### src/rtl/sdds_pkg.sv
// Shared types and helpers for the dual-rail sdds pipeline: per-bit code
// classification and the clocked 2-of-2 hysteresis (C-element) update.
package sdds_pkg;

  typedef enum logic [1:0] {
    SDDS_SPACER,
    SDDS_DATA,
    SDDS_PARTIAL
  } sdds_state_e;

  // Classify one dual-rail bit; t=f=1 is illegal and never counts as complete.
  function automatic sdds_state_e sdds_complete(input logic t, input logic f);
    if (t ^ f) return SDDS_DATA;
    if (!t && !f) return SDDS_SPACER;
    return SDDS_PARTIAL;
  endfunction

  // Output rises when both inputs are 1, falls when both are 0, else holds.
  function automatic logic c2(input logic a, input logic b, input logic q);
    return (a & b) | (q & (a | b));
  endfunction

endpackage

### src/rtl/sdds_stage.sv
// One dual-rail pipeline stage: WIDTH rail pairs of clocked C-elements plus
// a completion flop that remembers the last full DATA/SPACER state.
module sdds_stage
  import sdds_pkg::*;
#(
  parameter int               WIDTH      = 8,
  parameter bit               RESET_DATA = 1'b0,
  parameter logic [WIDTH-1:0] RESET_VAL  = '0
) (
  input  logic             ck,
  input  logic             reset,
  input  logic [WIDTH-1:0] i_t,
  input  logic [WIDTH-1:0] i_f,
  input  logic             i_rfd,
  output logic [WIDTH-1:0] o_t,
  output logic [WIDTH-1:0] o_f,
  output logic             o_ack
);

  logic [WIDTH-1:0] r_t;
  logic [WIDTH-1:0] r_f;
  logic             r_ack;
  logic             w_all_data;
  logic             w_all_spacer;

  always_comb begin
    w_all_data   = 1'b1;
    w_all_spacer = 1'b1;
    for (int b = 0; b < WIDTH; b++) begin
      if (sdds_complete(r_t[b], r_f[b]) != SDDS_DATA)   w_all_data   = 1'b0;
      if (sdds_complete(r_t[b], r_f[b]) != SDDS_SPACER) w_all_spacer = 1'b0;
    end
  end

  // A partially filled word keeps reporting the previous completion state.
  assign o_ack = w_all_data ? 1'b1 : (w_all_spacer ? 1'b0 : r_ack);
  assign o_t   = r_t;
  assign o_f   = r_f;

  always_ff @(posedge ck) begin
    if (reset) begin
      r_ack <= RESET_DATA;
      r_t   <= RESET_DATA ? RESET_VAL  : '0;
      r_f   <= RESET_DATA ? ~RESET_VAL : '0;
    end else begin
      r_ack <= o_ack;
      for (int b = 0; b < WIDTH; b++) begin
        r_t[b] <= c2(i_t[b], i_rfd, r_t[b]);
        r_f[b] <= c2(i_f[b], i_rfd, r_f[b]);
      end
    end
  end

endmodule

### src/rtl/sdds_pipe.sv
// WIDTH-bit, DEPTH-stage dual-rail clocked pipeline with per-stage completion.
// Optional sticky illegal-code flag on the input enabled by SDDS_ERR_DETECT_EN.
module sdds_pipe
  import sdds_pkg::*;
#(
  parameter int               WIDTH      = 8,
  parameter int               DEPTH      = 3,
  parameter bit               RESET_DATA = 1'b0,
  parameter logic [WIDTH-1:0] RESET_VAL  = '0
) (
  input  logic             ck,
  input  logic             reset,
  input  logic [WIDTH-1:0] d_t,
  input  logic [WIDTH-1:0] d_f,
  output logic             d_ack,
  output logic [WIDTH-1:0] q_t,
  output logic [WIDTH-1:0] q_f,
  input  logic             q_ack
`ifdef SDDS_ERR_DETECT_EN
  ,
  output logic             err
`endif
);

  // Index 0 is the pipe input; index g+1 is the output of stage g.
  logic [WIDTH-1:0] w_t   [DEPTH+1];
  logic [WIDTH-1:0] w_f   [DEPTH+1];
  logic             w_ack [DEPTH+1];

  assign w_t[0]       = d_t;
  assign w_f[0]       = d_f;
  assign w_ack[DEPTH] = q_ack;

  for (genvar g = 0; g < DEPTH; g++) begin : g_stage
    localparam bit LAST = (g == DEPTH - 1);
    // Only the output stage can come out of reset holding a token.
    sdds_stage #(
      .WIDTH      (WIDTH),
      .RESET_DATA (LAST ? RESET_DATA : 1'b0),
      .RESET_VAL  (RESET_VAL)
    ) u_stage (
      .ck    (ck),
      .reset (reset),
      .i_t   (w_t[g]),
      .i_f   (w_f[g]),
      .i_rfd (~w_ack[g+1]),
      .o_t   (w_t[g+1]),
      .o_f   (w_f[g+1]),
      .o_ack (w_ack[g])
    );
  end

  assign d_ack = w_ack[0];
  assign q_t   = w_t[DEPTH];
  assign q_f   = w_f[DEPTH];

`ifdef SDDS_ERR_DETECT_EN
  logic r_err;

  always_ff @(posedge ck) begin
    if (reset) begin
      r_err <= 1'b0;
    end else if (|(d_t & d_f)) begin
      r_err <= 1'b1;
    end
  end

  assign err = r_err;
`endif

endmodule

### config.mk
export PLATFORM = sky130hd
export DESIGN_NAME = sdds_pipe
export DESIGN_NICKNAME = d
export VERILOG_FILES = /design/src/rtl/sdds_pkg.sv /design/src/rtl/sdds_stage.sv /design/src/rtl/sdds_pipe.sv
export SDC_FILE = /design/constraint.sdc
export NUM_CORES = 1
export LEC_CHECK = 0
export CORE_UTILIZATION = 40
export CTS_BUF_LIST = sky130_fd_sc_hd__clkbuf_4 sky130_fd_sc_hd__clkbuf_8
export DETAILED_ROUTE_END_ITERATION = 12
export GPL_TIMING_DRIVEN = 0
export PLACE_DENSITY = 0.64
export SETUP_SLACK_MARGIN = 0.15
export SLEW_MARGIN = 20
export SYNTH_ARGS = -nofsm -noshare
export SYNTH_HDL_FRONTEND = slang
export SYNTH_SLANG_ARGS = --single-unit
### constraint.sdc
create_clock -name ck -period 1.5 [get_ports ck]
set_input_delay 0.375 -clock ck [delete_from_list [all_inputs] [get_ports ck]]
set_output_delay 0.375 -clock ck [all_outputs]
set_load 0.01 [all_outputs]
==> flow_summary.yaml <==
synth:
  synth_edf_count: 0
  synthTopCellsByArea: "dfxtp_1 (40%), ha_1 (12%), a22o_1 (11%)"
  ys_types: 19
  synth_most_common_cell: "inv_1"
  ys.flop_type: "dfxtp_1"
  ys_seq_area_frac: 0.397
  synthCells: 295
  synth_area_leader_cell: "dfxtp_1"
  yosysWarnings: 0
  synth_area_um2: 2570
  synth_top_area_frac: 0.397
  avgSynthCellArea_um2: 8.72
  synth_fp_nets: 338
  ys_seq_elements: 51
  synth_common_cells: "inv_1 (61), dfxtp_1 (51), a21oi_1 (32), a22o_1 (32)"
  postSynth.asyncResetShare: 0
run:
  maxCapViolations: 0
pwr:
  p_per_area_nw_per_um2: 1000
  power_leakage_nw: 1.76
  peakVddDrop_uv: 447
sta:
  setup_violations: 34
  finalHoldViolCount: 0
  holdWs_ps: 489
  tightest_slew_ps: 474
  setup_ws_ps: -312
  rsz0062_at_grt: "yes"
  max_slew_margin: 0.684
  period_share: 1.21
  period_minus_slack_ps: 1810
  fmax_mhz: 552
  maxSlewViolCount: 0
  skew_ps: 7.81
cells_and_area:
  insertedDiodeCount: 0
  fillCellCount: 486
  drive_gt1_frac: 0.501
  fin_nets: 431
  final_area_um2: 3940
  syn_to_final_growth_pct: 52.9
worst_setup_path:
  startpoint_type: "register"
  reg2reg_depth: 7
  ff2ff_setup_slack_ps: -220
  r2r-end: "g_stage[1].u_stage.o_f[0]"
  crit_path_start: "g_stage[0].u_stage.o_f[7]"
  slowest_delay_ps: 360
  critical-path-top-delay-family: "flip-flops"
  timing.rr.start: "g_stage[2].u_stage.o_f[4]"
  critPathKind: "reg -> out"
  cp.depth: 5
  cp.required_ps: 1120
  endpoint_kind: "primary output"
  crit_path_top_delay_cell: "dfxtp_2"
  critPathCapture: "d_ack"
  arrival_ps: 1440
  cp_max_fo: 2
  path_buf_inv: 2
  crit_path_cell_trace: "inv_2 > ha_4 > nand4_1 > o21ai_2 > buf_2"
grt:
  antenna_found_initial: 0
  grt_util_all_layers: 0.232
  first_global_vias: 2299
  grt_pass1_wl_um: 11500
  overflow: 0
  grt_max_degree: 14
die:
  die_h_um: 82.2
  initial_utilization: 0.425
  num_rows: 28
  die-area_um2: 6760
  ios: 36
  dieWidth_um: 82.2
  core_area_um2: 6060
drt:
  wirelength_um: 7700
  vias_per_cell: 5.48
  vias: 2532
  initialDrtViolationCount: 120
  antenna_left: 0
  avgRoutedWirePerCell_um: 16.7
  drc: 0
  first_pass_iters: 5
clocking:
  ctsHtreeMaxLevel: 2
  cts_max_path_buffers: 2
  cts_tree: "built"
  cts_buffers: 5
  cts-root-buf: "clkbuf_8"
  cts.reportedPaths.clkPinSlew_ps: 90
  clock_sinks: 51
  clock_latency_ps: 310
placed_design:
  routabilityCongestion: 0.844
  port_buffers: 34
  hpwl_um: 4520
  dpl-instance-area_um2: 3030
status:
  status: "finished with violations"
  violations: "negative setup slack"
worst_hold_path:
  hold_class: "reg -> reg"
[logic make-up (layout without fill, tap and decap cells)]
group | Yosys count | count (layout) | share of synthesized area
flip-flops | 51 | 51 | 0.397
buffers and inverters | 77 | 169 | 0.130
adder cells (fa/ha/maj) | 24 | 24 | 0.117
AND/OR/NAND/NOR | 41 | 41 | 0.0870
AO/OA/AOI/OAI | 102 | 102 | 0.269
[cell usage in the layout, fill, tap and decap left out, types with 2 or more instances in the layout]
cell	count
nor2_2	2
nand2b_1	4
dlygate4sd2_1	14
buf_2	3
o21bai_4	2
clkdlybuf4s15_1	2
buf_6	22
o21ai_1	2
dfxtp_1	4
buf_4	40
a22o_1	32
nor2_1	18
inv_2	38
clkbuf_8	5
o22ai_1	20
nand4_4	2
clkdlybuf4s50_1	16
inv_1	23
dfxtp_2	46
o22ai_2	3
a21oi_1	32
nand4_1	10
nor2_4	4
clkbuf_1	2
ha_4	20
o21a_1	2
o21ai_0	7
ha_1	4
[area by class of cell]
cell class                      instances  area (um2)  area share
Inverter                               61         229      0.0582
Sequential cell                        51        1080       0.275
Multi-Input combinational cell        167        1540       0.392
Timing Repair Buffer                   86         774       0.197
Buffer                                 16         139      0.0353
Clock buffer                            6        76.3      0.0194
Tap cell                               75        93.8      0.0238
[stage by stage]
| stage | total power [mW] | setup TNS [ps] | cells | util | worst slack, ps |
|---|---|---|---|---|---|
| after floorplan | 2.25 | -1590 | 295 | - | -75.8 |
| after global placement | 2.54 | -16820 | 404 | 0.500 | -501 |
| after detailed placement | 2.57 | -16130 | 404 | 0.500 | -489 |
| after CTS | 3.70 | -4920 | 455 | 0.617 | -281 |
| after global routing | 4.13 | -8140 | 462 | 0.649 | -360 |
| final | 3.94 | -5900 | 462 | 0.649 | -312 |
[per-layer routing]
layer / routed length [um] / track usage / vias up
met1: 3350 / 0.293 / 1172
met5: 0 / 0 / -
met2: 3640 / 0.379 / 119
li1: - / - / 1212
met3: 467 / 0.0473 / 29
met4: 250 / 0.105 / 0
[registers in the layout, indices dropped and copies added, names as in the netlist]
signal,count
g_stage.u_stage.o_f,24
g_stage.u_stage.o_t,24
g_stage.u_stage.r_ack,3
[power breakdown]
| group | internal (mW) | total, mW | switching, mW |
|---|---|---|---|
| clock | 0.331 | 0.778 | 0.447 |
| sequential | 1.57 | 1.72 | 0.145 |
| combinational | 0.768 | 1.44 | 0.672 |
| total | 2.67 | 3.94 | 1.26 |
[how the worst min path moves through the flow]
stage | to | from | slack, ps | depth (start not counted)
6_report | g_stage[1].u_stage.o_t[3] | g_stage[1].u_stage.o_t[3] | 490 | 1
4_1_cts | g_stage[1].u_stage.o_f[3] | g_stage[1].u_stage.o_f[3] | 500 | 1
3_5_place_dp | g_stage[1].u_stage.o_f[6] | g_stage[1].u_stage.o_f[6] | 460 | 1
3_3_place_gp | g_stage[1].u_stage.o_f[6] | g_stage[1].u_stage.o_f[6] | 460 | 1
5_1_grt | g_stage[1].u_stage.o_t[3] | g_stage[1].u_stage.o_t[3] | 500 | 1
2_1_floorplan | g_stage[1].u_stage.o_t[6] | g_stage[1].u_stage.o_t[6] | 440 | 1
[repair_timing]
action,in CTS,in global routing
resized for setup,126,33
pin swaps,36,13
hold buffers,0,0
setup endpoints to repair,60,38
buffers inserted,42,6
gates cloned,3,1
(Power assumes the default switching activity.)
